`src/rtl/multiplicador_nbits_pkg.sv`:
```
// Shared types and sizing helpers for the sequential shift-add multiplier.
package multiplicador_pkg;

  typedef enum logic [1:0] {
    MULT_IDLE = 2'd0,
    MULT_RUN  = 2'd1,
    MULT_DONE = 2'd2
  } mult_state_t;

  // Iteration counter must hold WIDTH-1 for any WIDTH in 2..32.
  function automatic int cnt_width(input int width);
    return $clog2(width) + 1;
  endfunction

endpackage

```
`src/rtl/multiplicador_nbits_if.sv`:
```
// Operand/handshake/result bundle between a controller (master) and the multiplier (slave).
interface multiplicador_nbits_if #(
  parameter int WIDTH = 8
);
  logic [WIDTH-1:0]   A_i;
  logic [WIDTH-1:0]   B_i;
  logic               signed_i;
  logic               start_i;
  logic               ready_o;
  logic               busy_o;
  logic               done_o;
  logic [2*WIDTH-1:0] Y_o;

  modport master (
    output A_i, B_i, signed_i, start_i,
    input  ready_o, busy_o, done_o, Y_o
  );

  modport slave (
    input  A_i, B_i, signed_i, start_i,
    output ready_o, busy_o, done_o, Y_o
  );
endinterface

```
`src/rtl/multiplicador_nbits_operand_cond.sv`:
```
// Splits an operand into unsigned magnitude and sign; |-2^(W-1)| still fits in W unsigned bits.
module mult_operand_cond #(
  parameter int WIDTH = 8
) (
  input  logic [WIDTH-1:0] operand_i,
  input  logic             signed_i,
  output logic [WIDTH-1:0] mag_o,
  output logic             sign_o
);

  // Negate only signed operands whose top bit is set.
  always_comb begin
    sign_o = signed_i & operand_i[WIDTH-1];
    if (sign_o) begin
      mag_o = (~operand_i) + {{(WIDTH-1){1'b0}}, 1'b1};
    end else begin
      mag_o = operand_i;
    end
  end

endmodule

```
`src/rtl/multiplicador_nbits.sv`:
```
// Sequential shift-add multiplier: one multiplier bit per cycle on magnitudes, sign applied at the end.
module multiplicador_nbits
  import multiplicador_pkg::*;
#(
  parameter int WIDTH      = 8,
  parameter bit EARLY_TERM = 1'b0
) (
  input  logic                 clk_i,
  input  logic                 rst_i,
  multiplicador_nbits_if.slave bus
);

  localparam int             CW       = cnt_width(WIDTH);
  localparam logic [CW-1:0]  CNT_LAST = CW'(WIDTH - 1);
  localparam logic [CW-1:0]  CNT_ONE  = CW'(1);

  mult_state_t          state_q;
  logic [2*WIDTH-1:0]   a_q;
  logic [WIDTH-1:0]     b_q;
  logic [2*WIDTH-1:0]   acc_q;
  logic [CW-1:0]        cnt_q;
  logic                 neg_q;
  logic [2*WIDTH-1:0]   y_q;
  logic                 ready_q;
  logic                 busy_q;
  logic                 done_q;

  logic [WIDTH-1:0]     mag_a_s;
  logic [WIDTH-1:0]     mag_b_s;
  logic                 sign_a_s;
  logic                 sign_b_s;
  logic [2*WIDTH-1:0]   sum_d;
  logic [2*WIDTH-1:0]   y_d;
  logic                 finish_d;

  mult_operand_cond #(.WIDTH(WIDTH)) u_cond_a (
    .operand_i (bus.A_i),
    .signed_i  (bus.signed_i),
    .mag_o     (mag_a_s),
    .sign_o    (sign_a_s)
  );

  mult_operand_cond #(.WIDTH(WIDTH)) u_cond_b (
    .operand_i (bus.B_i),
    .signed_i  (bus.signed_i),
    .mag_o     (mag_b_s),
    .sign_o    (sign_b_s)
  );

  // Per-iteration accumulate, termination test and signed result.
  always_comb begin
    sum_d    = acc_q;
    finish_d = 1'b0;
    y_d      = acc_q;
    if (b_q[0]) begin
      sum_d = acc_q + a_q;
    end else begin
      sum_d = acc_q;
    end
    if ((cnt_q == CNT_LAST) || (EARLY_TERM && (b_q == '0))) begin
      finish_d = 1'b1;
    end else begin
      finish_d = 1'b0;
    end
    if (neg_q) begin
      y_d = '0 - sum_d;
    end else begin
      y_d = sum_d;
    end
  end

  // Control FSM and datapath registers; all handshake outputs are registered here.
  always_ff @(posedge clk_i or negedge rst_i) begin
    if (!rst_i) begin
      state_q <= MULT_IDLE;
      a_q     <= '0;
      b_q     <= '0;
      acc_q   <= '0;
      cnt_q   <= '0;
      neg_q   <= 1'b0;
      y_q     <= '0;
      ready_q <= 1'b1;
      busy_q  <= 1'b0;
      done_q  <= 1'b0;
    end else begin
      case (state_q)
        MULT_IDLE, MULT_DONE: begin
          if (bus.start_i) begin
            a_q     <= {{WIDTH{1'b0}}, mag_a_s};
            b_q     <= mag_b_s;
            acc_q   <= '0;
            cnt_q   <= '0;
            neg_q   <= sign_a_s ^ sign_b_s;
            state_q <= MULT_RUN;
            ready_q <= 1'b0;
            busy_q  <= 1'b1;
            done_q  <= 1'b0;
          end
        end
        MULT_RUN: begin
          acc_q <= sum_d;
          a_q   <= a_q << 1;
          b_q   <= b_q >> 1;
          cnt_q <= cnt_q + CNT_ONE;
          if (finish_d) begin
            y_q     <= y_d;
            state_q <= MULT_DONE;
            ready_q <= 1'b1;
            busy_q  <= 1'b0;
            done_q  <= 1'b1;
          end
        end
        default: begin
          state_q <= MULT_IDLE;
          ready_q <= 1'b1;
          busy_q  <= 1'b0;
          done_q  <= 1'b0;
        end
      endcase
    end
  end

  assign bus.ready_o = ready_q;
  assign bus.busy_o  = busy_q;
  assign bus.done_o  = done_q;
  assign bus.Y_o     = y_q;

endmodule
```
`src/flat_wrapper.sv`:
```
// flat-port wrapper written by rule: the top's interface ports become plain ports
module multiplicador_nbits_flat import multiplicador_pkg::*;
#(
  parameter int WIDTH      = 8,
  parameter bit EARLY_TERM = 1'b0
)
  (clk_i, rst_i, bus_A_i, bus_B_i, bus_signed_i, bus_start_i, bus_ready_o, bus_busy_o, bus_done_o, bus_Y_o);
  multiplicador_nbits_if #(.WIDTH(WIDTH)) bus_i ();
  input  logic clk_i;
  input  logic rst_i;
  input wire logic [$bits(bus_i.A_i)-1:0] bus_A_i;
  input wire logic [$bits(bus_i.B_i)-1:0] bus_B_i;
  input wire logic [$bits(bus_i.signed_i)-1:0] bus_signed_i;
  input wire logic [$bits(bus_i.start_i)-1:0] bus_start_i;
  output wire logic [$bits(bus_i.ready_o)-1:0] bus_ready_o;
  output wire logic [$bits(bus_i.busy_o)-1:0] bus_busy_o;
  output wire logic [$bits(bus_i.done_o)-1:0] bus_done_o;
  output wire logic [$bits(bus_i.Y_o)-1:0] bus_Y_o;
  assign bus_i.A_i = bus_A_i;
  assign bus_i.B_i = bus_B_i;
  assign bus_i.signed_i = bus_signed_i;
  assign bus_i.start_i = bus_start_i;
  assign bus_ready_o = bus_i.ready_o;
  assign bus_busy_o = bus_i.busy_o;
  assign bus_done_o = bus_i.done_o;
  assign bus_Y_o = bus_i.Y_o;
  multiplicador_nbits #(.WIDTH(WIDTH), .EARLY_TERM(EARLY_TERM)) u_core (.clk_i(clk_i), .rst_i(rst_i), .bus(bus_i));
endmodule
```
`config.mk`:
```
export PLATFORM = sky130hd
export DESIGN_NAME = multiplicador_nbits_flat
export DESIGN_NICKNAME = d
export VERILOG_FILES = /design/src/rtl/multiplicador_nbits_pkg.sv /design/src/rtl/multiplicador_nbits_if.sv /design/src/rtl/multiplicador_nbits_operand_cond.sv /design/src/rtl/multiplicador_nbits.sv /design/src/flat_wrapper.sv
export SDC_FILE = /design/constraint.sdc
export NUM_CORES = 1
export LEC_CHECK = 0
export CAP_MARGIN = 10
export CORE_MARGIN = 8
export CORE_UTILIZATION = 52
export DETAILED_ROUTE_END_ITERATION = 8
export GPL_ROUTABILITY_DRIVEN = 0
export GPL_TIMING_DRIVEN = 0
export PLACE_DENSITY = 0.79
export SYNTH_ARGS = -nofsm -noshare
export SYNTH_HDL_FRONTEND = slang
export SYNTH_SLANG_ARGS = --single-unit
```
`constraint.sdc`:
```
create_clock -name clk_i -period 3.2 [get_ports clk_i]
set_input_delay 0.64 -clock clk_i [delete_from_list [all_inputs] [get_ports clk_i]]
set_output_delay 0.64 -clock clk_i [all_outputs]
set_load 0.01 [all_outputs]
```
==> metrics.log, run 1 <==
INFO  metric dr.pass1.iters = 5
INFO  metric reg2reg_slack = between 150 and 200 ps
INFO  metric finalSetupViolations = 0
INFO  metric postSynthNetCount = ~480
INFO  metric ys.warnings.count = 0
INFO  metric die-area = 11,000 um^2
INFO  metric worst-endpoint-required = about 3400 ps
INFO  metric grt.total_usage = a little under a fifth
INFO  metric synth_area_per_cell = ~9.4 um^2
INFO  metric tritoncts_clock_tree = built
INFO  metric root_buffer = clkbuf_8
INFO  metric crit_path_max_fanout = 5
INFO  metric post-route-min-period = slightly above 3000 ps
INFO  metric path_clk_slew = ~80 ps
INFO  metric dp_hpwl = 7.15 mm
INFO  metric fin_hold_ws = about 380 ps
INFO  metric route.detailed.drc = 0
INFO  metric crit_path_start_kind = flop
INFO  metric reg2reg_to = u_core.bus.Y_o[15]$_DFFE_PN0P_
INFO  metric fillCellCount = between 600 and 700
INFO  metric synth_enable_flop_cells = 0
INFO  metric layout.area.seq = 1630 um^2
INFO  metric crit_path_end_kind = flop
INFO  metric number_of_pins_with_negative_max_slew_slack_in_the_final_report = 0
INFO  metric antenna_violations_before_repair = 0
INFO  metric io-pin-count = 39
INFO  metric synth_cells = about 440
INFO  metric die_h = 105 um
INFO  metric final_layout_size_suffix_gt1_share = a little under an eighth
INFO  metric tns = 0 ps
INFO  metric netlist-cell-type-count = 66
INFO  metric row_count = 32
INFO  metric detail-route-antenna-nets = 0
INFO  metric fin_worst_skew = 5.12 ps
INFO  metric maximum_number_of_pins_on_one_net_before_global_route_repair = 66
INFO  metric global_route_wire_length_before_repair = approximately 17 mm
INFO  metric netlist_area_pre_place = between 4000 and 5000 um^2
INFO  metric globalRoute.totalOverflow = 0
INFO  metric timing.hold.worst.class = in -> async
INFO  metric timing.final.hold_violations = 0
INFO  metric grt_pass1_vias = between 3,000 and 4,000
INFO  metric n_antenna_cell = 0
INFO  metric fin_area = slightly below 5000 um^2
INFO  metric max_slew_margin = 45.3%
INFO  metric ys_seq_elements = 65
INFO  metric power.total = about 0.0054 W
INFO  metric area_taken_by_multi_input_logic_gates = 2330 um^2
INFO  metric reg2reg_depth = 11
INFO  metric place.port_buffers = 38
INFO  metric post_drt_wl_per_cell = ~16 um
INFO  metric synth-seq-area-share = 39.6%
INFO  metric die_w = 105 um
INFO  metric number_of_nets_in_the_layout = 529
INFO  metric via_count = roughly 3,500
INFO  metric worst_ep_arrival_time = between 3000 and 4000 ps
INFO  metric initial_standard_cell_utilization_of_the_core = 53.4%
INFO  metric insertion_delay = approximately 350 ps
INFO  metric area.growth.synth_to_final = 17.8%
INFO  metric wl = roughly 9.6 mm
INFO  metric clk_path_buf_depth = 2
INFO  metric setup.worst_path.class = reg -> reg
INFO  metric postLayoutCoreUtil = 62.9%
INFO  metric achievable-frequency = roughly 330 MHz
INFO  metric dominantRegCellSynth = dfrtp_1
INFO  metric worst_setup_path_startpoint = u_core.a_q[0]$_DFFE_PN0P_
INFO  metric max_slew.worst_pin.slew = 821 ps
INFO  metric period_share = 95.0%
INFO  metric outcome = complete, no violations
INFO  metric cap_viol_max_count = 0
INFO  metric async_flop_share = 100%
INFO  metric vdd_drop_max = around 0.00050 V
INFO  metric number_of_drc_markers_after_the_initial_detailed_route_iteration = ~180
INFO  metric place_area = between 4000 and 5000 um^2
INFO  metric cts_hold_buffers_added = 0
INFO  metric h_tree_level_count = 3
INFO  metric clock-sinks = 65
INFO  metric timing.rr.start = u_core.a_q[0]$_DFFE_PN0P_
INFO  metric coreArea = slightly below 8000 um^2
INFO  metric cts-buffers-inserted = 9
INFO  metric vias_per_cell = 5.92
INFO  metric static-leakage-power = ~2 nW
INFO  metric pwr_density_cell = roughly 1100 nW/um^2
metal layers:
| metal | wire, um | share of wire, % | GRT usage [%] | vias to the layer above |
|---|---|---|---|---|
| met3 | 401 | 4.2 | 4.12 | 15 |
| met4 | 193 | 2.0 | 7.44 | 0 |
| met5 | 0 | 0 | 0 | - |
| li1 | - | - | - | 1701 |
| met2 | 4720 | 49 | 30.7 | 84 |
| met1 | 4240 | 44 | 22.5 | 1728 |
synthesized netlist by cell type (2+ instances only):
cell type	number	area [um^2]
buf_2	2	10.0
nand2b_1	5	31.3
a21oi_1	23	115
ha_1	19	238
a22oi_1	14	105
a31o_2	3	26.3
xnor2_1	22	193
buf_4	2	15.0
and2_1	2	12.5
dfrtp_1	64	1600
nand4b_1	2	17.5
o31ai_4	2	42.5
inv_1	14	52.6
and3_1	2	12.5
nor2b_1	2	12.5
a21o_1	2	15.0
a211o_2	2	20.0
a22o_1	14	123
nand3b_1	2	15.0
nand3_1	15	75.1
nor2_1	29	109
nand2_1	50	188
buf_1	2	7.51
nor3_1	10	50.1
mux2i_1	7	70.1
clkbuf_1	11	41.3
nand4_1	2	12.5
buf_6	2	22.5
o31ai_1	3	22.5
xor2_1	9	78.8
o21ai_0	52	260
a31oi_1	5	31.3
a211oi_2	5	62.6
o21ai_1	5	25.0
a211oi_1	3	22.5
how the worst max path moves through the flow:
| stage | end | slack, ps | cells after the start |
|---|---|---|---|
| finish | u_core.bus.Y_o[15]$_DFFE_PN0P_ | 160 | 11 |
| global route | u_core.bus.Y_o[14]$_DFFE_PN0P_ | -6 | 11 |
| CTS | u_core.bus.Y_o[15]$_DFFE_PN0P_ | 70 | 11 |
| detailed placement | u_core.bus.Y_o[15]$_DFFE_PN0P_ | 30 | 11 |
| global placement | u_core.b_q[4]$_DFFE_PN0P_ | -600 | 1 |
| floorplan | u_core.bus.Y_o[15]$_DFFE_PN0P_ | 310 | 11 |
critical path, cell delays in order, from the launching register on:
cell,delay (ps)
dfrtp_1,420
ha_1,240
fa_2,380
a211oi_4,320
o31ai_4,140
xor2_1,160
mux2i_2,270
and4b_2,320
a41oi_2,190
a211oi_2,260
xor2_1,160
o21ai_1,70
state kept, by name, summed over array words and instances (netlist names):
name	count
u_core.bus.busy_o	1
u_core.cnt_q	4
u_core.state_q	1
u_core.b_q	8
u_core.a_q	16
u_core.bus.Y_o	16
u_core.neg_q	1
u_core.acc_q	16
u_core.bus.done_o	1
u_core.bus.ready_o	1
power by group:
part           internal, W  total, W  switching, W
Combinational      0.00139   0.00323       0.00184
Clock             0.000358  0.000705      0.000348
Sequential         0.00118   0.00146      0.000281
repair_timing:
item	4_1_cts	5_1_grt
pin swaps	0	2
gates resized for setup	1	4
setup endpoints to repair	1	4
buffers inserted	0	1
cell type report:
type / count / area share [%]
tap: 102 / 2.64
buffer: 21 / 2.33
inverter: 15 / 1.16
multi-input combinational: 338 / 48.2
clock buffer: 9 / 2.56
timing repair buffer: 39 / 7.97
sequential: 65 / 33.7
clock inverter: 7 / 1.47
cell families (layout without fill, tap and decap cells):
logic type                 after synthesis  in the layout  synth area share, %
AOI/OAI and AO/OA                      151            151                 26.8
xor gates and xnor gates                31             31                 6.61
adders and majority gates               20             20                 6.28
buffers and inverters                   36             91                 4.11
DFF                                     65             65                 39.6
muxes                                    9              9                 2.32
and+or+nand+nor                        127            127                 14.3
metrics by stage:
stage,cells,worst slack (ps)
after CTS,595,65.1
after floorplan,439,313
after detailed placement,579,25.2
final,596,160
after global placement,579,-604
after global routing,596,-6.45
cells in the final DEF (no fill, tap or decap), types with 10 or more instances in the layout:
master / count
clkbuf_1: 11
a21oi_1: 23
nor3_1: 10
ha_1: 19
dfrtp_1: 64
a22o_1: 14
a22oi_1: 14
nand3_1: 15
clkdlybuf4s50_1: 37
inv_1: 14
nand2_1: 50
xnor2_1: 22
nor2_1: 29
o21ai_0: 52
Note: power is estimated with default switching activity, not from simulation.
==> inputs of run 2 (changes only) <==
--- a/config.mk
+++ b/config.mk
@@ -7,11 +7,11 @@
 export LEC_CHECK = 0
 export CAP_MARGIN = 10
 export CORE_MARGIN = 8
-export CORE_UTILIZATION = 52
+export CORE_UTILIZATION = 30
 export DETAILED_ROUTE_END_ITERATION = 8
 export GPL_ROUTABILITY_DRIVEN = 0
 export GPL_TIMING_DRIVEN = 0
-export PLACE_DENSITY = 0.79
+export PLACE_DENSITY = 0.53
 export SYNTH_ARGS = -nofsm -noshare
 export SYNTH_HDL_FRONTEND = slang
 export SYNTH_SLANG_ARGS = --single-unit
==> metrics.log, run 2 (synthesis results as in run 1) <==
INFO  metric outcome = complete, no violations
INFO  metric antenna_violations_before_repair = 0
INFO  metric clk_path_buf_depth = 2
INFO  metric period_share = a little over nine tenths
INFO  metric mostFrequentLayoutCells = dfrtp_1 (64), o21ai_0 (52), nand2_1 (50)
INFO  metric timing.hold.worst.class = in -> async
INFO  metric h_tree_level_count = 3
INFO  metric worst_ep_arrival_time = ~3300 ps
INFO  metric crit_path_start_kind = flop
INFO  metric number_of_drc_markers_after_the_initial_detailed_route_iteration = around 190
INFO  metric detail-route-antenna-nets = 0
INFO  metric crit_path_max_fanout = 5
INFO  metric final_layout_size_suffix_gt1_share = around 11%
INFO  metric power.total = around 0.0057 W
INFO  metric vdd_drop_max = 0.000349 V
INFO  metric coreArea = about 13,000 um^2
INFO  metric insertion_delay = 340 ps
INFO  metric number_of_pins_with_negative_max_slew_slack_in_the_final_report = 0
INFO  metric fin_area = about 5000 um^2
INFO  metric globalRoute.totalOverflow = 0
INFO  metric cts-buffers-inserted = 9
INFO  metric grt.total_usage = between 10% and 20%
INFO  metric timing.rr.start = u_core.a_q[0]$_DFFE_PN0P_
INFO  metric postLayoutCoreUtil = 37.9%
INFO  metric dr.pass1.iters = 4
INFO  metric finalSetupViolations = 0
INFO  metric reg2reg_slack = 150 ps
INFO  metric io-pin-count = 39
INFO  metric layout.cells.most_common = dfrtp_1
INFO  metric clock-sinks = 65
INFO  metric max_slew_margin = around 45%
INFO  metric max_slew.worst_pin.slew = roughly 830 ps
INFO  metric global_route_wire_length_before_repair = approximately 17 mm
INFO  metric area.growth.synth_to_final = 22.8%
INFO  metric post-route-min-period = 3050 ps
INFO  metric fin_worst_skew = between 9 and 10 ps
INFO  metric post_drt_wl_per_cell = around 15 um
INFO  metric tritoncts_clock_tree = built
INFO  metric grt_pass1_vias = roughly 3,500
INFO  metric via_count = roughly 3,400
INFO  metric wl = about 10 mm
INFO  metric fillCellCount = roughly 1,400
INFO  metric timing.final.hold_violations = 0
INFO  metric reg2reg_depth = 11
INFO  metric maximum_number_of_pins_on_one_net_before_global_route_repair = 66
INFO  metric pwr_density_cell = approximately 1100 nW/um^2
INFO  metric static-leakage-power = about 2.1 nW
INFO  metric die_w = ~130 um
INFO  metric place_area = ~4700 um^2
INFO  metric fin_hold_ws = 404 ps
INFO  metric tns = 0 ps
INFO  metric path_clk_slew = ~50 ps
INFO  metric worst-endpoint-required = 3420 ps
INFO  metric initial_standard_cell_utilization_of_the_core = 30.9%
INFO  metric die-area = approximately 18,000 um^2
INFO  metric place.port_buffers = 38
INFO  metric vias_per_cell = roughly 5.1
INFO  metric row_count = 42
INFO  metric dp_hpwl = a little under 8 mm
INFO  metric rsz0062_at_grt = true
INFO  metric n_antenna_cell = 0
INFO  metric route.detailed.drc = 0
INFO  metric achievable-frequency = roughly 330 MHz
INFO  metric cap_viol_max_count = 0
INFO  metric reg2reg_to = u_core.bus.Y_o[14]$_DFFE_PN0P_
INFO  metric die_h = 133 um
INFO  metric number_of_nets_in_the_layout = 530
INFO  metric crit_path_end_kind = flop
INFO  metric root_buffer = clkbuf_16
INFO  metric setup.worst_path.class = reg -> reg
run 2: cell types whose count changed in the layout (fill, tap and decap cells not counted), sizes merged:
cell,change
clkinvlp,-2
clkbuf,+2
buf,+1
run 2: per-stage QoR:
| stage | instances | worst slack, ps |
|---|---|---|
| finish | 671 | 154 |
| detailed placement | 653 | -18.6 |
| global route | 671 | -4.46 |
| floorplan | 439 | 313 |
| CTS | 669 | 26.1 |
| global placement | 653 | -735 |
run 2: cell type report:
| class | count | area, um^2 | share of cell area [%] |
|---|---|---|---|
| clock buffer | 11 | 243 | 4.82 |
| clock inverter | 5 | 56.3 | 1.12 |
| buffer | 21 | 113 | 2.23 |
| multi-input combinational | 338 | 2330 | 46.3 |
| sequential | 65 | 1630 | 32.3 |
| timing repair buffer | 40 | 393 | 7.79 |
| inverter | 15 | 56.3 | 1.12 |
| tap | 176 | 220 | 4.37 |
run 2: repair_timing:
item                                    4_1_cts  5_1_grt
setup buffers                                 0        2
gates resized for setup                       1        4
gates cloned                                  0        0
hold buffers                                  0        0
endpoints found under the setup margin        1        4
pin swaps                                     0        3
run 2: worst max-delay path, cell delays in order (launching register included):
cell      delay [ps]
dfrtp_1          420
ha_1             250
fa_2             390
a211oi_4         310
o31ai_4          130
xor2_1           170
mux2i_2          290
and4b_2          310
nand4b_1         160
o41ai_2          260
xnor2_1          160
o21ai_1           70
run 2: metal layers:
metal | wire, um | share of wire (%) | global-route usage [%]
met5 | 0 | 0 | 0
met2 | 4900 | 47 | 19.7
met3 | 324 | 3.1 | 3.14
met4 | 169 | 1.6 | 4.04
met1 | 4950 | 48 | 14.7
run 2: how the worst max path moves through the flow:
stage                                            from                             end  slack, ps
after global placement                          rst_i       u_core.b_q[4]$_DFFE_PN0P_       -740
after global routing        u_core.a_q[0]$_DFFE_PN0P_  u_core.bus.Y_o[15]$_DFFE_PN0P_         -4
after floorplan           u_core.acc_q[0]$_DFFE_PN0P_  u_core.bus.Y_o[15]$_DFFE_PN0P_        310
after detailed placement    u_core.a_q[0]$_DFFE_PN0P_  u_core.bus.Y_o[15]$_DFFE_PN0P_        -20
final                       u_core.a_q[0]$_DFFE_PN0P_  u_core.bus.Y_o[14]$_DFFE_PN0P_        150
after CTS                   u_core.a_q[0]$_DFFE_PN0P_  u_core.bus.Y_o[15]$_DFFE_PN0P_         30
run 2: power by group:
group	internal, W	switching, W	leakage (nW)
clock network	0.000623	0.000372	0.145
logic	0.00140	0.00185	1.14
registers	0.00118	0.000287	0.833
total	0.00321	0.00251	2.12
==> inputs of run 3 (changes only) <==
--- a/config.mk
+++ b/config.mk
@@ -6,7 +6,7 @@
 export NUM_CORES = 1
 export LEC_CHECK = 0
 export CAP_MARGIN = 10
-export CORE_MARGIN = 8
+export CORE_MARGIN = 1
 export CORE_UTILIZATION = 30
 export DETAILED_ROUTE_END_ITERATION = 8
 export GPL_ROUTABILITY_DRIVEN = 0
==> metrics.log, run 3 (synthesis results as in run 1) <==
INFO  metric die-area = between 10,000 and 15,000 um^2
INFO  metric timing.rr.start = u_core.a_q[0]$_DFFE_PN0P_
INFO  metric clock-sinks = 65
INFO  metric layout.cells.most_common = dfrtp_1
INFO  metric swShare = 43.0%
INFO  metric timing.hold.worst.class = in -> async
INFO  metric globalRoute.totalOverflow = 0
INFO  metric outcome = complete, no violations
INFO  metric setup.worst_path.class = reg -> reg
INFO  metric row_count = 42
INFO  metric root_buffer = clkbuf_16
INFO  metric worst_ep_arrival_time = approximately 3300 ps
INFO  metric reg2reg_slack = approximately 170 ps
INFO  metric mostFrequentLayoutCells = dfrtp_1 (64), o21ai_0 (52), nand2_1 (50)
INFO  metric vias_per_cell = around 5.1
INFO  metric p_clk_share = roughly a fifth
INFO  metric post_drt_wl_per_cell = between 10 and 15 um
INFO  metric period_share = 94.6%
INFO  metric die_w = 119 um
INFO  metric number_of_nets_in_the_layout = about 530
INFO  metric timing.final.hold_violations = 0
INFO  metric wl = 9.88 mm
INFO  metric cts-buffers-inserted = 9
INFO  metric detail-route-antenna-nets = 0
INFO  metric clk_path_buf_depth = 2
INFO  metric critical-path-slowest-cell = fa_1
INFO  metric io-pin-count = 39
INFO  metric crit_path_max_incr_delay = 450 ps
INFO  metric insertion_delay = between 300 and 400 ps
INFO  metric via_count = about 3,400
INFO  metric max_slew_margin = between 40% and 50%
INFO  metric route.detailed.drc = 0
INFO  metric worst_setup_path_startpoint = u_core.a_q[0]$_DFFE_PN0P_
INFO  metric max_slew.worst_pin.slew = approximately 840 ps
INFO  metric reg2reg_to = u_core.bus.Y_o[14]$_DFFE_PN0P_
INFO  metric global_route_wire_length_before_repair = between 15 and 20 mm
INFO  metric static-leakage-power = between 2 and 2.5 nW
INFO  metric maximum_number_of_pins_on_one_net_before_global_route_repair = 66
INFO  metric finalSetupViolations = 0
INFO  metric crit_path_max_fanout = 5
INFO  metric final_layout_size_suffix_gt1_share = between 10 and 15%
INFO  metric number_of_pins_with_negative_max_slew_slack_in_the_final_report = 0
INFO  metric achievable-frequency = 330 MHz
INFO  metric post-route-worst-setup-slack = around 170 ps
INFO  metric crit_path_start_kind = flop
INFO  metric place.port_buffers = 38
INFO  metric crit_path_end_kind = flop
INFO  metric cts_hold_buffers_added = 0
INFO  metric netSwitchingPower = 0.00248 W
INFO  metric rsz0062_at_grt = false
INFO  metric initial_standard_cell_utilization_of_the_core = 30.9%
INFO  metric pwr_density_cell = roughly 1100 nW/um^2
INFO  metric die_h = roughly 120 um
INFO  metric coreArea = between 10,000 and 15,000 um^2
INFO  metric cap_viol_max_count = 0
INFO  metric vdd_drop_max = 0.000320 V
INFO  metric reg2reg_depth = 11
INFO  metric grt.total_usage = between 10% and 20%
INFO  metric tritoncts_clock_tree = built
INFO  metric fin_worst_skew = ~5.8 ps
INFO  metric grt_pass1_vias = between 3,000 and 4,000
INFO  metric share_comb_of_total_power = 55.8%
INFO  metric path_clk_slew = about 60 ps
INFO  metric dr.pass1.iters = 4
INFO  metric post-route-min-period = 3030 ps
INFO  metric h_tree_level_count = 3
INFO  metric worst-endpoint-required = 3420 ps
INFO  metric critical_path.n_buffers_inverters = 0
INFO  metric internal_power = between 0.003 and 0.004 W
INFO  metric number_of_drc_markers_after_the_initial_detailed_route_iteration = 110
INFO  metric area.growth.synth_to_final = 23.3%
INFO  metric cp_cell_sequence = ha_1, fa_1, a211oi_4, o31ai_4, xor2_1, mux2i_2, and4b_2, nand4b_1, o41ai_2, xnor2_1, o21ai_1
INFO  metric antenna_violations_before_repair = 0
INFO  metric share_seq_of_total_power = around 25%
INFO  metric path_delay_family = compound AO/OA/AOI/OAI gates
INFO  metric n_antenna_cell = 0
INFO  metric postLayoutCoreUtil = 38.1%
INFO  metric dp_hpwl = about 7.5 mm
INFO  metric placement.setup.worst_slack = ~26 ps
run 3: changes by cell type in the layout (fill, tap and decap cells not counted), sizes merged:
cell,delta
clkinv,-1
bufinv,+1
buf,-1
run 3: area by class of cell:
class	instances	area, um^2
Multi-Input combinational cell	338	2330
Sequential cell	65	1630
Fill cell	1352	8230
Buffer	21	113
Clock buffer	11	253
Tap cell	176	220
Clock inverter	5	77.6
Inverter	15	56.3
Timing Repair Buffer	39	385
run 3: per-layer routing:
layer | global-route usage [%] | share of wire, %
met5 | 0 | 0
met2 | 23.8 | 48
met1 | 19.3 | 48
met4 | 5.62 | 0.93
met3 | 3.54 | 3.1
run 3: worst max path at each step:
stage                                     endpoint  cells after the start
finish              u_core.bus.Y_o[14]$_DFFE_PN0P_                     11
global route        u_core.bus.Y_o[15]$_DFFE_PN0P_                     11
CTS                 u_core.bus.Y_o[15]$_DFFE_PN0P_                     11
detailed placement  u_core.bus.Y_o[15]$_DFFE_PN0P_                     11
global placement         u_core.b_q[4]$_DFFE_PN0P_                      1
floorplan           u_core.bus.Y_o[15]$_DFFE_PN0P_                     11
run 3: power groups by stage:
stage | sequential, W | combinational [W] | clock (W)
3_5_place_dp | 0.00148 | 0.00318 | 0
4_1_cts | 0.00147 | 0.00320 | 0.00112
2_1_floorplan | 0.00144 | 0.00233 | 0
3_3_place_gp | 0.00147 | 0.00313 | 0
6_report | 0.00146 | 0.00322 | 0.00109
5_1_grt | 0.00151 | 0.00359 | 0.00115
run 3: per-stage QoR:
step                      cell area [um^2]  setup TNS (ps)  hold slack (ps)  total power, W  std cells
after detailed placement              4700               0              474         0.00466        653
after floorplan                       4110               0              344         0.00378        439
after global placement                4710          -46770              468         0.00460        653
after global routing                  5060               0              487         0.00625        670
after CTS                             5040               0              444         0.00579        669
final                                 5060               0              397         0.00577        670
run 3: repair_timing:
item | in CTS | in global routing
pin swaps | 0 | 1
gates cloned | 0 | 0
setup endpoints to repair | 1 | 4
setup buffers | 0 | 1
resized for setup | 1 | 3
